[src/rtl/video_pattern_gen.sv]
// video_pattern_gen
//   Multi-mode video test-pattern generator in the pixel-clock domain. Takes the
//   hdmi core's current pixel coordinate and produces a registered RGB colour one
//   cycle later. Mode, animation shift and frame count update only at frame start
//   (I_CX==0 && I_CY==0); the pixel at frame start still uses the old mode/shift.
//
//   Ports
//     I_CLK          pixel clock
//     I_RESET_N      synchronous active-low reset
//     I_CX, I_CY     current pixel column / line (CW bits)
//     I_MODE         requested pattern mode, sampled at frame start
//     I_SHIFT_STEP   per-frame animation increment
//     I_FREEZE       1 = hold the animation shift
//     O_R, O_G, O_B  pixel colour (BPC bits each)
//     O_MODE         mode currently applied
//     O_FRAME_CNT    frame starts seen since reset (wraps)
//
//   Build option: define PATTGEN_AUTOCYCLE_EN to make mode 7 an auto-cycle through
//   modes 0..6, AUTO_FRAMES frames each. Without it, mode 7 is solid black.
module video_pattern_gen #(
  parameter int H_ACTIVE     = 720,
  parameter int V_ACTIVE     = 480,
  parameter int CW           = 10,
  parameter int BPC          = 8,
  parameter int CHECKER_LOG2 = 5
`ifdef PATTGEN_AUTOCYCLE_EN
  ,
  parameter int AUTO_FRAMES  = 120
`endif
) (
  input  logic           I_CLK,
  input  logic           I_RESET_N,
  input  logic [CW-1:0]  I_CX,
  input  logic [CW-1:0]  I_CY,
  input  logic [2:0]     I_MODE,
  input  logic [BPC-1:0] I_SHIFT_STEP,
  input  logic           I_FREEZE,
  output logic [BPC-1:0] O_R,
  output logic [BPC-1:0] O_G,
  output logic [BPC-1:0] O_B,
  output logic [2:0]     O_MODE,
  output logic [15:0]    O_FRAME_CNT
);

  localparam logic [CW-1:0]   H_ACT  = CW'(H_ACTIVE);
  localparam logic [CW-1:0]   V_ACT  = CW'(V_ACTIVE);
  localparam logic [CW-1:0]   H_LAST = CW'(H_ACTIVE - 1);
  localparam logic [CW-1:0]   V_LAST = CW'(V_ACTIVE - 1);
  localparam logic [CW+2:0]   H_DIV  = (CW+3)'(H_ACTIVE);

  logic [BPC-1:0] r_q, g_q, b_q, r_d, g_d, b_d;
  logic [2:0]     mode_q, mode_d;
  logic [BPC-1:0] shift_q, shift_d;
  logic [15:0]    fcnt_q, fcnt_d;

`ifdef PATTGEN_AUTOCYCLE_EN
  localparam int            ACW       = (AUTO_FRAMES > 1) ? $clog2(AUTO_FRAMES) : 1;
  localparam logic [ACW-1:0] AUTO_LAST = ACW'(AUTO_FRAMES - 1);

  // auto_on_q remembers that mode 7 was already requested at the previous
  // frame start, so a fresh entry restarts the cycle at mode 0.
  logic           auto_on_q, auto_on_d;
  logic [ACW-1:0] auto_cnt_q, auto_cnt_d;
`endif

  logic           fs;
  logic           active, border, border_en, chk;
  logic [2:0]     bar_i;
  logic [BPC-1:0] cx_t, cy_t;

  assign fs   = (I_CX == '0) && (I_CY == '0);
  assign cx_t = I_CX[BPC-1:0];
  assign cy_t = I_CY[BPC-1:0];

  // Frame-synchronous state: mode, animation shift, frame counter.
  always_comb begin
    mode_d  = mode_q;
    shift_d = shift_q;
    fcnt_d  = fcnt_q;
`ifdef PATTGEN_AUTOCYCLE_EN
    auto_on_d  = auto_on_q;
    auto_cnt_d = auto_cnt_q;
`endif
    if (fs) begin
      if (!I_FREEZE) shift_d = shift_q + I_SHIFT_STEP;
      fcnt_d = fcnt_q + 16'd1;
`ifdef PATTGEN_AUTOCYCLE_EN
      if (I_MODE == 3'd7) begin
        auto_on_d = 1'b1;
        if (!auto_on_q) begin
          mode_d     = 3'd0;
          auto_cnt_d = '0;
        end else if (auto_cnt_q == AUTO_LAST) begin
          mode_d     = (mode_q == 3'd6) ? 3'd0 : mode_q + 3'd1;
          auto_cnt_d = '0;
        end else begin
          auto_cnt_d = auto_cnt_q + ACW'(1);
        end
      end else begin
        auto_on_d  = 1'b0;
        auto_cnt_d = '0;
        mode_d     = I_MODE;
      end
`else
      mode_d = I_MODE;
`endif
    end
  end

  // Pixel colour, computed from the mode/shift in force before any frame-start update.
  always_comb begin
    active    = (I_CX < H_ACT) && (I_CY < V_ACT);
    border    = (I_CX == '0) || (I_CY == '0) || (I_CX == H_LAST) || (I_CY == V_LAST);
    border_en = !((mode_q == 3'd3) || (mode_q == 3'd4) || (mode_q == 3'd7));
    bar_i     = 3'(({3'b000, I_CX} << 3) / H_DIV);
    chk       = I_CX[CHECKER_LOG2] ^ I_CY[CHECKER_LOG2] ^ shift_q[BPC-1];
    r_d = '0;
    g_d = '0;
    b_d = '0;
    case (mode_q)
      3'd0: begin
        r_d = cx_t + shift_q;
        g_d = cy_t + shift_q;
        b_d = cx_t + cy_t - shift_q;
      end
      3'd1: begin
        r_d = {BPC{~bar_i[1]}};
        g_d = {BPC{~bar_i[2]}};
        b_d = {BPC{~bar_i[0]}};
      end
      3'd2: begin
        r_d = {BPC{chk}};
        g_d = {BPC{chk}};
        b_d = {BPC{chk}};
      end
      3'd3: begin
        r_d = '1;
        g_d = '1;
        b_d = '1;
      end
      3'd5: begin
        r_d = cx_t + shift_q;
        g_d = cx_t + shift_q;
        b_d = cx_t + shift_q;
      end
      3'd6: begin
        r_d = cy_t + shift_q;
        g_d = cy_t + shift_q;
        b_d = cy_t + shift_q;
      end
      default: begin
        r_d = '0;
        g_d = '0;
        b_d = '0;
      end
    endcase
    if (border && border_en) begin
      r_d = '1;
      g_d = '1;
      b_d = '1;
    end
    if (!active) begin
      r_d = '0;
      g_d = '0;
      b_d = '0;
    end
  end

  always_ff @(posedge I_CLK) begin
    if (!I_RESET_N) begin
      r_q     <= '0;
      g_q     <= '0;
      b_q     <= '0;
      mode_q  <= '0;
      shift_q <= '0;
      fcnt_q  <= '0;
`ifdef PATTGEN_AUTOCYCLE_EN
      auto_on_q  <= 1'b0;
      auto_cnt_q <= '0;
`endif
    end else begin
      r_q     <= r_d;
      g_q     <= g_d;
      b_q     <= b_d;
      mode_q  <= mode_d;
      shift_q <= shift_d;
      fcnt_q  <= fcnt_d;
`ifdef PATTGEN_AUTOCYCLE_EN
      auto_on_q  <= auto_on_d;
      auto_cnt_q <= auto_cnt_d;
`endif
    end
  end

  assign O_R         = r_q;
  assign O_G         = g_q;
  assign O_B         = b_q;
  assign O_MODE      = mode_q;
  assign O_FRAME_CNT = fcnt_q;

endmodule

[config.mk]
export PLATFORM = sky130hd
export DESIGN_NAME = video_pattern_gen
export DESIGN_NICKNAME = d
export VERILOG_FILES = /design/src/rtl/video_pattern_gen.sv
export SDC_FILE = /design/constraint.sdc
export NUM_CORES = 1
export LEC_CHECK = 0
export CORE_MARGIN = 4
export CORE_UTILIZATION = 30
export CTS_BUF_LIST = sky130_fd_sc_hd__clkbuf_2 sky130_fd_sc_hd__clkbuf_4 sky130_fd_sc_hd__clkbuf_8
export CTS_CLUSTER_SIZE = 20
export DETAILED_ROUTE_END_ITERATION = 8
export GPL_TIMING_DRIVEN = 0
export PLACE_DENSITY = 0.5
export SYNTH_ARGS = -nofsm -noshare
export SYNTH_HDL_FRONTEND = slang
export SYNTH_SLANG_ARGS = --single-unit
[constraint.sdc]
create_clock -name I_CLK -period 8.7 [get_ports I_CLK]
set_clock_uncertainty 0.2 [all_clocks]
set_input_delay 1.305 -clock I_CLK [delete_from_list [all_inputs] [get_ports I_CLK]]
set_output_delay 1.305 -clock I_CLK [all_outputs]
set_load 0.03 [all_outputs]
==> results of run 1 <==
power by group through the flow:
stage | clock [mW] | combinational (mW) | sequential (mW)
final | 0.150 | 0.224 | 0.240
after global routing | 0.168 | 0.244 | 0.241
after CTS | 0.158 | 0.223 | 0.241
after detailed placement | 0 | 0.222 | 0.246
after global placement | 0 | 0.220 | 0.246
after floorplan | 0 | 0.142 | 0.258
metrics by stage:
stage	hold WS (ps)	util, %	instance area [um^2]
after floorplan	307.7	-	4461
after global placement	282.1	37.44	5441
after detailed placement	297.9	37.44	5441
after CTS	314.4	38.12	5540
after global routing	339.2	38.12	5540
final	313.8	38.12	5540
final cells by class:
cell class	instances	area, um^2	share of cell area [%]
flip-flops and latches	51	1021	18.43
well taps	184	230.2	4.155
repair buffers	75	750.7	13.55
clock inverters	1	8.758	0.1581
clock buffers	7	90.09	1.626
inverters	56	210.2	3.794
plain buffers	14	77.57	1.400
multi-input cells	425	3152	56.89
layer usage:
layer  share of wire (%)  global-route usage, %  vias to the layer above
li1                    -                      -                     2125
met1                  50                  21.90                     1924
met2                  44                  23.69                       87
met3                 3.9                  3.029                       20
met4                 2.2                  5.196                        0
met5                   0                      0                        -
cells in the final DEF (no fill, tap or decap), types with 4 or more instances in the layout:
cell / synthesis / layout
a31oi_1: 11 / 11
o32ai_1: 8 / 8
clkbuf_8: 0 / 6
xor2_1: 10 / 10
a21oi_1: 50 / 50
a22oi_1: 4 / 4
xnor2_1: 26 / 26
nor2_1: 45 / 45
dfxtp_1: 51 / 51
fa_1: 10 / 10
clkdlybuf4s50_1: 0 / 75
o21ai_0: 22 / 22
ha_1: 39 / 39
nor3_1: 22 / 22
nand2b_1: 5 / 5
nand4_1: 12 / 12
o21a_1: 4 / 4
a21o_1: 10 / 10
nand2_1: 31 / 31
o2111ai_1: 5 / 5
mux2i_1: 10 / 10
or3_1: 11 / 11
clkbuf_1: 8 / 8
nand3_1: 13 / 13
inv_1: 53 / 53
o21bai_1: 9 / 9
a211oi_1: 9 / 9
logic make-up (layout without fill, tap and decap cells):
logic type               Yosys count  after routing  share of synthesized area [%]
adder cells (fa/ha/maj)           49             49                          15.43
flip-flops                        51             51                          22.89
multiplexers                      14             14                          3.843
XOR/XNOR                          39             39                          8.331
AO/OA/AOI/OAI                    166            166                          26.06
AND/OR/NAND/NOR                  157            157                          17.00
buffers and inverters             70            153                          6.451
state kept, by name, indices dropped and copies added, names as in the netlist:
register and count:
O_B 8, O_FRAME_CNT 16, O_G 8, O_MODE 3, O_R 8, shift_q 8
worst reg2reg max path, stage by stage, from the launching register on:
cell	delay, ps
dfxtp_1	550
fa_1	490
inv_1	110
ha_1	240
a21o_1	160
a21oi_1	240
o21bai_1	130
a2111oi_0	450
nor3_1	140
xnor2_1	300
o2111ai_1	150
o32ai_1	250
a211oi_1	90
Yosys cell counts, types with 3 or more instances:
cell type	count
nand2_1	31
and2_1	3
fa_1	10
a21o_1	10
o2111ai_1	5
o21bai_1	9
xor2_1	10
nand4_1	12
o21ai_1	3
a21oi_1	50
o21ai_0	22
mux2i_1	10
nand2b_1	5
ha_1	39
xnor2_1	26
nor2_1	45
inv_1	53
nor4_1	3
nand3_1	13
o32ai_1	8
a31oi_1	11
or2_2	3
o211a_1	3
or3_1	11
clkbuf_1	8
a22oi_1	4
o211ai_1	3
a211oi_1	9
dfxtp_1	51
o21a_1	4
nor3_1	22
nor2b_1	3
how the worst max path moves through the flow:
stage	startpoint	end	slack, ps
floorplan	I_CX[5]	O_B[4]	4520
global placement	I_CX[1]	O_B[7]	3410
detailed placement	I_CX[1]	O_B[7]	3390
CTS	I_CX[1]	O_B[7]	3720
global route	I_CX[1]	O_B[7]	3530
finish	I_CX[1]	O_B[7]	3720
==> out/metrics.cfg, run 1 <==
[worst_setup_path]
reg2regPathDepth = 12
endpoint_kind = flop
critPathTopFamily = compound AO/OA/AOI/OAI gates
path_buf_inv = 3
cpPeakStageDelay_ps = 670
required_ps = 8670
path_depth = 14
cp_slowest_cell = clkdlybuf4s50_1
startpoint_type = primary input
path_class = in -> reg
timing.reg2reg.setup_slack_ps = 5050
r2r_end = O_B[7]
arrival_ps = 4950
path_cells = clkdlybuf4s50_1 > inv_1 > fa_1 > inv_1 > ha_1 > a21o_1 > a21oi_1 > o21bai_1 > a2111oi_0 > nor3_1 > xnor2_1 > o2111ai_1 > o32ai_1 > a211oi_1
cp_max_fo = 7
rr_startpoint = shift_q[1]
cpMostUsedCell = inv_1

[synth]
synth-seq-area-share_pct = 22.89
yosys-top-cells-area = dfxtp_1 23%, ha_1 11%, a21oi_1 5.6%
avgSynthCellArea_um2 = 8.169
synth_edf_count = 0
synth_cells = 546
synthFlopType = dfxtp_1
synth_top_area_share_pct = 22.89
yosysTopAreaCell = dfxtp_1
syn_area_um2 = 4461
async_reset_ff_share_pct = 0
yosys_warnings = 0
syn_nets = 629
ys_ff_latch = 51
synthDistinctLibCells = 66

[clock_network]
root_buffer = clkbuf_8
clkLatencyLatePin_ps = 330
cts_hold_buf = 0
cts_buffers = 5
cts_setup_buffers = 0
ctsLongestPathBuffers = 2
cts_resized = 0
htreeDepth = 2
cts_tree = yes
clkSlewWorstSetupHoldPaths_ps = 80
clock_sinks = 51

[pwr]
combPwrFrac_pct = 36.4
power.switching_mw = 0.2124
clkPwrFrac_pct = 24.4
power_frac_seq_pct = 39.2
p_sw_share_pct = 34.62
p_int_mw = 0.4012
vdd_ir_drop_max_mv = 0.06114
p_per_area_nw_per_um2 = 110.7
p_leak_nw = 2.167
finalPower_mw = 0.6136

[global_route]
grt_max_degree = 16
gr-total-overflow = 0
grt.total_usage_pct = 15.50
grt_pass1_wl_um = 20770
antenna_found_initial = 0
grt_pass1_vias = 4018

[placement]
place_ws_ps = 3391
gp_congestion = 0.9043
dp_cells = 805
io_buffer_count = 75
place_hpwl_um = 10780

[timing]
min_period_ps = 4980
fin_setup_tns_ps = 0
fmax_mhz = 200.8
slew_violations = 0
hold_viol_final = 0
finalSetupViolCount = 0
rsz0062_at_grt = false
tightest_slew_ps = 1034
relSlewSlack_pct = 30.55
fin_ws_ps = 3720
period_share_pct = 57.24

[drt]
drt_wl_total_um = 12930
drtAntennaViolNets = 0
remaining_drc_errors = 0
wl_per_cell_um = 15.91
dr.pass1.iters = 4
via_per_inst = 5.112
vias = 4156
first_iter_violations = 268

[hold_path]
worstHoldPathType = reg -> reg
min_delay_worst_endpoint = O_FRAME_CNT[10]
hp-start = O_FRAME_CNT[10]
hold_depth = 2

[cells_and_area]
fin_cells = 813
drive_above_1_share_pct = 6.041
nets = 711
area_growth_pct = 24.21
antennaDiodeCount = 0
nFillCells = 1509

[die]
ioPinCount = 77
initial_utilization_pct = 30.69
die_h_um = 129.9
fp.dieW_um = 129.9
core-area_um2 = 14530
row_count = 44
die-area_um2 = 16880

[run_status]
outcome = completed

[job]
drv_cap = 0

Note: power is estimated with default switching activity, not from simulation.
==> run 2: changes to the inputs <==
==> constraint.sdc (replaced) <==
create_clock -name I_CLK -period 4.9 [get_ports I_CLK]
set_clock_uncertainty 0.2 [all_clocks]
set_input_delay 0.735 -clock I_CLK [delete_from_list [all_inputs] [get_ports I_CLK]]
set_output_delay 0.735 -clock I_CLK [all_outputs]
set_load 0.03 [all_outputs]
==> results of run 2 <==
The final DEF is identical to that of run 1. Status: completed.
Main changes from that run: setup slack after placement 3391 ps -> 161.3 ps; setup slack after layout 3720 ps -> 490.2 ps; register-to-register setup slack 5050 ps -> 1250 ps; total power 0.6136 mW -> 1.089 mW; worst IR drop on VDD 0.06114 mV -> 0.1086 mV
